$ cat src/rtl/regfile_wb_arbiter.sv
// Arbitrates the register-file write port between execute writeback and late load
// responses, and tracks outstanding loads in a 32-entry pending scoreboard.
module regfile_wb_arbiter #(
  parameter int unsigned MAX_WAIT = 4,
  parameter int unsigned XLEN     = 32
) (
  input  logic            clk,
  input  logic            rst,
  input  logic            ex_valid,
  output logic            ex_ready,
  input  logic [4:0]      ex_rd,
  input  logic [XLEN-1:0] ex_data,
  input  logic            ld_valid,
  output logic            ld_ready,
  input  logic [4:0]      ld_rd,
  input  logic [XLEN-1:0] ld_data,
  input  logic            issue_valid,
  input  logic [4:0]      issue_rd,
  input  logic [4:0]      rs1_in,
  input  logic [4:0]      rs2_in,
  output logic            rs1_busy,
  output logic            rs2_busy,
  output logic            write_en,
  output logic [4:0]      rd,
  output logic [XLEN-1:0] write_data
);

  logic [3:0]      wait_cnt_q, wait_cnt_d;
  logic [31:0]     pending_q, pending_d;
  logic            write_en_q, write_en_d;
  logic [4:0]      rd_q, rd_d;
  logic [XLEN-1:0] write_data_q, write_data_d;
  logic            starved;
  logic            ex_xfer, ld_xfer;

  assign starved = (wait_cnt_q == 4'(MAX_WAIT));

  // Source 0 wins by default; source 1 preempts once it has been refused MAX_WAIT times.
  always_comb begin
    ex_ready = 1'b0;
    ld_ready = 1'b0;
    if (!rst) begin
      if (ld_valid && (!ex_valid || starved)) begin
        ld_ready = 1'b1;
      end else if (ex_valid) begin
        ex_ready = 1'b1;
      end
    end
  end

  assign ex_xfer = ex_valid & ex_ready;
  assign ld_xfer = ld_valid & ld_ready;

  always_comb begin
    wait_cnt_d = wait_cnt_q;
    if (ld_xfer) begin
      wait_cnt_d = 4'd0;
    end else if (ld_valid && !starved) begin
      wait_cnt_d = wait_cnt_q + 4'd1;
    end
  end

  always_comb begin
    write_en_d   = 1'b0;
    rd_d         = rd_q;
    write_data_d = write_data_q;
    if (ld_xfer) begin
      write_en_d   = (ld_rd != 5'd0);
      rd_d         = ld_rd;
      write_data_d = ld_data;
    end else if (ex_xfer) begin
      write_en_d   = (ex_rd != 5'd0);
      rd_d         = ex_rd;
      write_data_d = ex_data;
    end
  end

  // Set is applied after clear so a back-to-back load to the same rd stays pending.
  always_comb begin
    pending_d = pending_q;
    if (ld_xfer) begin
      pending_d[ld_rd] = 1'b0;
    end
    if (issue_valid && (issue_rd != 5'd0)) begin
      pending_d[issue_rd] = 1'b1;
    end
    pending_d[0] = 1'b0;
  end

  always_ff @(posedge clk or posedge rst) begin
    if (rst) begin
      wait_cnt_q   <= 4'd0;
      pending_q    <= 32'd0;
      write_en_q   <= 1'b0;
      rd_q         <= 5'd0;
      write_data_q <= '0;
    end else begin
      wait_cnt_q   <= wait_cnt_d;
      pending_q    <= pending_d;
      write_en_q   <= write_en_d;
      rd_q         <= rd_d;
      write_data_q <= write_data_d;
    end
  end

  assign write_en   = write_en_q;
  assign rd         = rd_q;
  assign write_data = write_data_q;
  assign rs1_busy   = pending_q[rs1_in];
  assign rs2_busy   = pending_q[rs2_in];

endmodule

$ cat config.mk
export PLATFORM = sky130hd
export DESIGN_NAME = regfile_wb_arbiter
export DESIGN_NICKNAME = d
export VERILOG_FILES = /design/src/rtl/regfile_wb_arbiter.sv
export SDC_FILE = /design/constraint.sdc
export NUM_CORES = 1
export LEC_CHECK = 0
export ABC_AREA = 1
export CORE_MARGIN = 5
export CORE_UTILIZATION = 47
export DETAILED_ROUTE_END_ITERATION = 12
export PLACE_DENSITY_LB_ADDON = 0.3
export SETUP_SLACK_MARGIN = 0.15
export SYNTH_ARGS = -nofsm -noshare
export SYNTH_HDL_FRONTEND = slang
export SYNTH_SLANG_ARGS = --single-unit
$ cat constraint.sdc
create_clock -name clk -period 4.5 [get_ports clk]
set_input_delay 0.9 -clock clk [delete_from_list [all_inputs] [get_ports clk]]
set_output_delay 0.9 -clock clk [all_outputs]
set_load 0.02 [all_outputs]
After elaboration in Yosys (flattened, before gate mapping)
Index checks and enable logic that the tools add are counted.
Widths: inputs -> output; s select.
Storage, ports and cells
  logic and storage cells: 54
  output and inout port bits: 42
  input bits: 94
  register bits after elaboration: 73
Cells by class
  muxes and demuxes: 23
  $add $sub $neg: 1
  bitwise logic cells: 5
  equal/unequal tests: 1
  magnitude comparators: 6
  reductions and logical operators: 13
Operators with widths (number)
  $mux 32: 4
  $and 32x32->32: 1
  $not 32->32: 1
  $or 32x32->32: 1
  $lt 5x6->1 const B: 4
  $reduce_bool 5->1: 3
  $mux 1: 11
  $bmux 1 s5: 2
  $demux 1 s5: 2
  $ge 5x1->1 const B: 2
  $mux 5: 2
  $mux 4: 2
  $logic_and 1x1->1: 5
  $add 4x1->4 const B: 1
  $eq 4x3->1 const B: 1
  $reduce_bool 2->1: 2
  $and 1x1->1: 2
  $logic_not 1->1: 2
  $logic_or 1x1->1: 1

Longest topological paths before layout
Gate-level depths: netlist of the first run.
  depth after elaboration: 9
  gate-level depth with buffers: 11
  depth with buffers taken out: 10

Worst setup path before layout of the first run
No wires, ideal clock.
  path kind: in2out
  start point: in rst
  end point: out ex_ready
  stages: 3
  setup slack: 417 ps
  path buffers: 0
  arrival time: 3183 ps
  cells stage by stage: inv_1 -> nand2_1 -> a21oi_4
Between the ends
  word-level cells in the longest chain between the ends: 1
RTL lines
  start, declared: line 8  | input logic rst,
  $mux 1: line 42  | if (!rst) begin
  end, declared: line 10  | output logic ex_ready,
Every way passes these cells.

Final worst setup path of the first run
  start point: in rs1_in[1]
  end point: out rs1_busy
Between the ends
  word-level cells in the longest chain between the ends: 2
RTL lines
  start, declared: line 19  | input logic [4:0] rs1_in,
  $bmux 1 s5: line 109  | assign rs1_busy = pending_q[rs1_in];
  $mux 1 (not written as such): line 109
  end, declared: line 21  | output logic rs1_busy,
Every way passes these cells. The select of a mux whose other input is x is not followed.

==> run summary, run 1 <==
Power Density: 406.6 mW/mm²
endpoints failing hold: 0
P&R area growth vs syn: 38.27%
CTS Hold Bufs: 0
DR vias/cell: 5.331
Post-Place Cells: 825
TritonCTS clock tree: built
reg-to-reg endpoint: write_data[11]$_DFFE_PP0P_
Avg Cell Area, Syn: 7.018 µm²
post-synthesis sequential area ratio: 43.45%
Clock Tree Buf Depth: 2
area post-placement: 0.005609 mm²
nets: 824
Worst VDD drop: 207.1 µV
Max Slew Vio Count: 0
Buf/Inv on CP: 3
critical path arrival: 2.87 ns
Min-Delay Path Class: flip-flop to flip-flop
Leak Pwr: 2.907 nW
GRT Overall Usage: 25.16%
Final Hold Slack: 0.4733 ns
TritonCTS Buffers: 9
RePlAce Congestion: 0.9787
hpwl dp: 10.49 mm
Syn Std Cell Area: 0.004204 mm²
Synth Instances: 599
Rel. slew slack: 47.49%
count of cell types in the netlist: 26
Setup Buffers After CTS: 0
reg-to-reg critical path startpoint: wait_cnt_q[0]$_DFFE_PP0P_
first-pass GRT wire length: 22.18 mm
syn nets: 695
die width: 104.6 µm
area fraction of the dominant cell type after synthesis: 43.45%
Final Skew: 0.01124 ns
Diodes inserted: 0
Slowest-stage cell, CP: clkdlybuf4s50_1
TritonCTS Sinks: 73
# setup viols final: 0
yosys warns: 0
pre-CTS setup slack: 0.7284 ns
core area: 0.008721 mm²
reg2reg path depth: 8
Critical Path Source: rs1_in[1]
Port Buf Inserts: 135
Starting Density: 48.21%
top post-synthesis cells by area: dfrtp_1 (43%), nand2_1 (15%), inv_1 (9.8%)
Crit. End Element: primary output
die area: 0.01094 mm²
Least-Margin Pin Slew: 0.7876 ns
H-tree depth: 3
die height: 104.6 µm
crit-path cells: clkdlybuf4s50_1 -> inv_1 -> nand3_1 -> nand3_1 -> nand2_1 -> nand2_1 -> nand2_1 -> nand2_1 -> nand2_1 -> clkdlybuf4s50_1
crit path capture: rs1_busy
post-CTS sizing: 0
DR pass1 iterations: 5
CTS root buf: clkbuf_8
DRC viols: 0
crit share post-route: 83.87%
Via Count: 4483
critical path type: input pin to primary output
Max-Cap Viols: 0
WP data required: 3.60 ns
max incr delay on CP: 0.67 ns
fin worst setup slack: 0.7257 ns
Setup TNS: 0 ns
status: completed
share of cells above drive strength 1: 4.366%
GR Overflow Total: 0
R2R setup slack: 2.41 ns
CP startpoint kind: input pin
DR WL/cell: 16.34 µm
CP dominant cell by count: nand2_1
commonest non-fill, non-tap cell in the layout: nand2_1
fin crit period: 3.774 ns
most frequent cells in the layout: nand2_1 (166), clkdlybuf4s50_1 (135), inv_1 (109)
post-synth top area cell: dfrtp_1
clk_lat worst skew: 0.35 ns
vias in the first global route: 4513
ANT nets after route: 0
Reg clk slew, reported paths: 0.08 ns
Cell Rows: 34
Yosys reg bits: 73
final WL: 13.74 mm
worst-path fanout max: 9
fmax: 0.2649 GHz
# IOs: 136
initial antenna violation count: 0
critical path depth in cells: 10
CP top delay family: buffers and inverters
RSZ-0062 raised after global routing: false
initial drt markers: 298
Final Non-Filler Cells: 841
design area: 0.005813 mm²
largest net degree at the start of global routing: 71
[through the flow]
stage / util, % / total power [mW]
finish: 66.66 / 2.364
global route: 66.66 / 2.520
CTS: 66.66 / 2.371
detailed placement: 64.32 / 1.842
global placement: 64.32 / 1.818
floorplan: - / 1.421
[layer usage]
layer  up-vias  wire (µm)  GRT usage (%)
met1      2057       5314          30.56
met4         0        633          13.42
met2       212       6511          40.27
met5         -          0              0
li1       2168          -              -
met3        46       1280          7.583
[report_power, final]
part / internal [mW] / switching, mW / total (mW)
sequential: 0.824 / 0.144 / 0.968
clock: 0.273 / 0.257 / 0.530
combinational: 0.387 / 0.478 / 0.865
total: 1.48 / 0.879 / 2.36
[synth_stat cells]
master,number
or2_2,1
a21oi_1,2
mux2_2,1
dfrtp_1,73
o21ai_0,60
nand2_4,1
buf_6,3
inv_2,2
nor2_8,1
nor3_1,19
o22ai_1,37
clkbuf_1,9
inv_1,110
nand4_1,2
nand2_1,166
ha_1,2
buf_1,1
buf_2,8
xor2_1,1
nor4_1,1
inv_4,1
nand3_1,57
nand3_2,2
nor2_1,37
nand3_4,1
a21oi_4,1
[worst reg2reg max path, delay by kind of cell (launching register included)]
family	cells	cell delay, ns
AND/OR/NAND/NOR	5	0.87
adder cells (fa/ha/maj)	1	0.21
flip-flops	1	0.40
AO/OA/AOI/OAI	1	0.43
buffers and inverters	1	0.07
[how the worst min path moves through the flow]
| stage | startpoint | to | cells after the start |
|---|---|---|---|
| after floorplan | wait_cnt_q[3]$_DFFE_PP0P_ | wait_cnt_q[3]$_DFFE_PP0P_ | 1 |
| after global placement | wait_cnt_q[3]$_DFFE_PP0P_ | wait_cnt_q[3]$_DFFE_PP0P_ | 1 |
| after detailed placement | wait_cnt_q[3]$_DFFE_PP0P_ | wait_cnt_q[3]$_DFFE_PP0P_ | 1 |
| after CTS | wait_cnt_q[3]$_DFFE_PP0P_ | wait_cnt_q[3]$_DFFE_PP0P_ | 1 |
| after global routing | wait_cnt_q[3]$_DFFE_PP0P_ | wait_cnt_q[3]$_DFFE_PP0P_ | 1 |
| final | wait_cnt_q[3]$_DFFE_PP0P_ | wait_cnt_q[3]$_DFFE_PP0P_ | 1 |
[registers in the layout, summed over array words and instances, names as in the netlist]
signal	count
wait_cnt_q	4
rd	5
pending_q	31
write_en	1
write_data	32
[cell type report]
type | instances | area (µm²)
fillers | 763 | 2908
multi-input cells | 392 | 1839
flip-flops and latches | 73 | 1827
repair buffers | 139 | 1381
inverters | 113 | 426.7
clock buffers | 10 | 137.6
well taps | 108 | 135.1
clock inverters | 6 | 66.31
[cells by family (layout without fill, tap and decap cells)]
kind of cell               count (synthesis)  in the layout  share of synthesized area, %
AOI/OAI and AO/OA                        100            100                         13.27
and+or+nand+nor                          288            288                         29.40
xor gates and xnor gates                   1              1                        0.2084
adders and majority gates                  2              2                        0.5951
buffers and inverters                    134            268                         12.80
DFF                                       73             73                         43.45
muxes                                      1              1                        0.2678
Note: power is estimated with default switching activity, not from simulation.
==> inputs of run 2 (changes only) <==
clock period = 3.8 ns   (was 4.5 ns; I/O delays follow)
==> run summary, run 2 (synthesized netlist as in run 1, its figures left out) <==
pre-CTS setup slack: 0.2772 ns (-0.4512 ns)
Max-Cap Viols: 0 (unchanged)
vias in the first global route: 4373 (-3.1%)
CP dominant cell by count: nand2_1
Cell Rows: 34 (unchanged)
post-CTS sizing: 0 (unchanged)
design area: 0.005858 mm² (+0.77%)
Clock Tree Buf Depth: 2 (unchanged)
area post-placement: 0.005628 mm² (+0.33%)
endpoints failing hold: 0 (unchanged)
DR pass1 iterations: 5 (unchanged)
Final Skew: 0.01181 ns (+0.0005783 ns)
DRC viols: 0 (unchanged)
reg2reg path depth: 8 (unchanged)
RePlAce Congestion: 0.8941 (-8.6%)
Min-Delay Path Class: flip-flop to flip-flop
Setup Buffers After CTS: 0 (unchanged)
R2R setup slack: 1.77 ns (-0.64 ns)
GRT Overall Usage: 22.95% (-2.2 points)
TritonCTS Buffers: 9 (unchanged)
Final Total Pwr: 2.844 mW (+20%)
core area: 0.008721 mm² (unchanged)
Final Hold Slack: 0.4780 ns (+0.004700 ns)
# IOs: 136 (unchanged)
largest net degree at the start of global routing: 71 (unchanged)
Starting Density: 48.21% (unchanged)
P&R area growth vs syn: 39.35%
die area: 0.01094 mm² (unchanged)
# setup viols final: 0 (unchanged)
Rel. slew slack: 41.10% (-6.4 points)
Crit. End Element: primary output
fin worst setup slack: 0.3847 ns (-0.3410 ns)
CTS root buf: clkbuf_8
fmax: 0.2928 GHz
Power Density: 485.5 mW/mm² (+19%)
Diodes inserted: 0 (unchanged)
CTS Hold Bufs: 0 (unchanged)
most frequent cells in the layout: nand2_1 (166), clkdlybuf4s50_1 (135), inv_1 (109)
Port Buf Inserts: 135 (unchanged)
commonest non-fill, non-tap cell in the layout: nand2_1
critical path arrival: 2.66 ns (-0.21 ns)
final WL: 12.48 mm (-9.2%)
die height: 104.6 µm (unchanged)
Worst VDD drop: 312.8 µV (+51%)
fin crit period: 3.415 ns
DR WL/cell: 14.80 µm (-9.4%)
TritonCTS clock tree: built
share of cells above drive strength 1: 4.490% (+0.12 points)
worst-path fanout max: 15 (+6)
Reg clk slew, reported paths: 0.08 ns (about the same)
Setup TNS: 0 ns (unchanged)
die width: 104.6 µm (unchanged)
WP data required: 3.04 ns (-0.56 ns)
Slowest-stage cell, CP: clkdlybuf4s50_1
initial antenna violation count: 0 (unchanged)
TritonCTS Sinks: 73 (unchanged)
status: completed
crit share post-route: 89.88%
ANT nets after route: 0 (unchanged)
Least-Margin Pin Slew: 0.8835 ns (+0.09590 ns)
first-pass GRT wire length: 20.75 mm (-6.5%)
Max Slew Vio Count: 0 (unchanged)
max incr delay on CP: 0.60 ns (-0.07 ns)
Critical Path Source: rs1_in[0]
initial drt markers: 203 (-32%)
nets: 826 (+0.24%)
Leak Pwr: 2.915 nW (+0.27%)
H-tree depth: 3 (unchanged)
critical path type: input pin to primary output
DR vias/cell: 5.180 (-2.8%)
CP startpoint kind: input pin
HP Start: wait_cnt_q[3]$_DFFE_PP0P_
clk_lat worst skew: 0.35 ns (about the same)
RSZ-0062 raised after global routing: false
reg-to-reg critical path startpoint: wait_cnt_q[0]$_DFFE_PP0P_
hold depth: 1 (unchanged)
hpwl dp: 9.628 mm (-8.3%)
GR Overflow Total: 0 (unchanged)
max FFs per register: 32 (unchanged)
Via Count: 4367 (-2.6%)
crit-path cells: clkdlybuf4s50_1 -> inv_1 -> nand2_1 -> nand3_1 -> nand3_1 -> nand2_1 -> nand2_1 -> nand2_1 -> nand2_1 -> nand2_1 -> clkdlybuf4s50_1
==> run 2: cell types whose count changed in the layout (fill, tap and decap cells not counted) <==
| cell | previous run | this run |
|---|---|---|
| clkinvlp_4 | 0 | 3 |
| buf_4 | 4 | 6 |
| clkinv_2 | 2 | 0 |
| clkinv_4 | 2 | 0 |
| bufinv_16 | 1 | 2 |
| clkbuf_1 | 0 | 1 |
| clkbuf_8 | 10 | 11 |
| inv_2 | 3 | 2 |
| inv_6 | 1 | 0 |
==> run 2: final cells by class <==
class                      instances  area [µm²]
inverter                         113       430.4
multi-input combinational        392        1839
timing repair buffer             141        1396
clock inverter                     4       75.07
clock buffer                      12       155.1
sequential                        73        1827
fill                             737        2863
tap                              108       135.1
==> run 2: worst paths after layout <==
path | endpoint
min | wait_cnt_q[3]$_DFFE_PP0P_
min in group asynchronous | write_data[15]$_DFFE_PP0P_
max | rs1_busy
max reg2reg | write_data[8]$_DFFE_PP0P_
min reg2reg | wait_cnt_q[3]$_DFFE_PP0P_
max in group asynchronous | pending_q[31]$_DFF_PP0_
==> run 2: worst max-delay path, delay by kind of cell <==
kind | cells | cell delay, ns
buf+inv | 3 | 1.34
simple gates | 8 | 0.53
==> run 2: through the flow <==
stage / util, % / std cells
after floorplan: - / 599
after global placement: 64.53 / 827
after detailed placement: 64.53 / 827
after CTS: 67.17 / 843
after global routing: 67.17 / 843
final: 67.17 / 843
==> run 2: routing by layer <==
metal,GRT usage (%),share of wire [%],vias to the layer above
li1,-,-,2165
met1,27.36,40,2004
met2,39.28,49,178
met3,7.768,9.9,20
met4,7.032,1.6,0
met5,0,0,-
==> run 2: power breakdown <==
group / switching (mW) / internal [mW]
combinational: 0.561 / 0.461
clock: 0.296 / 0.406
sequential: 0.144 / 0.977
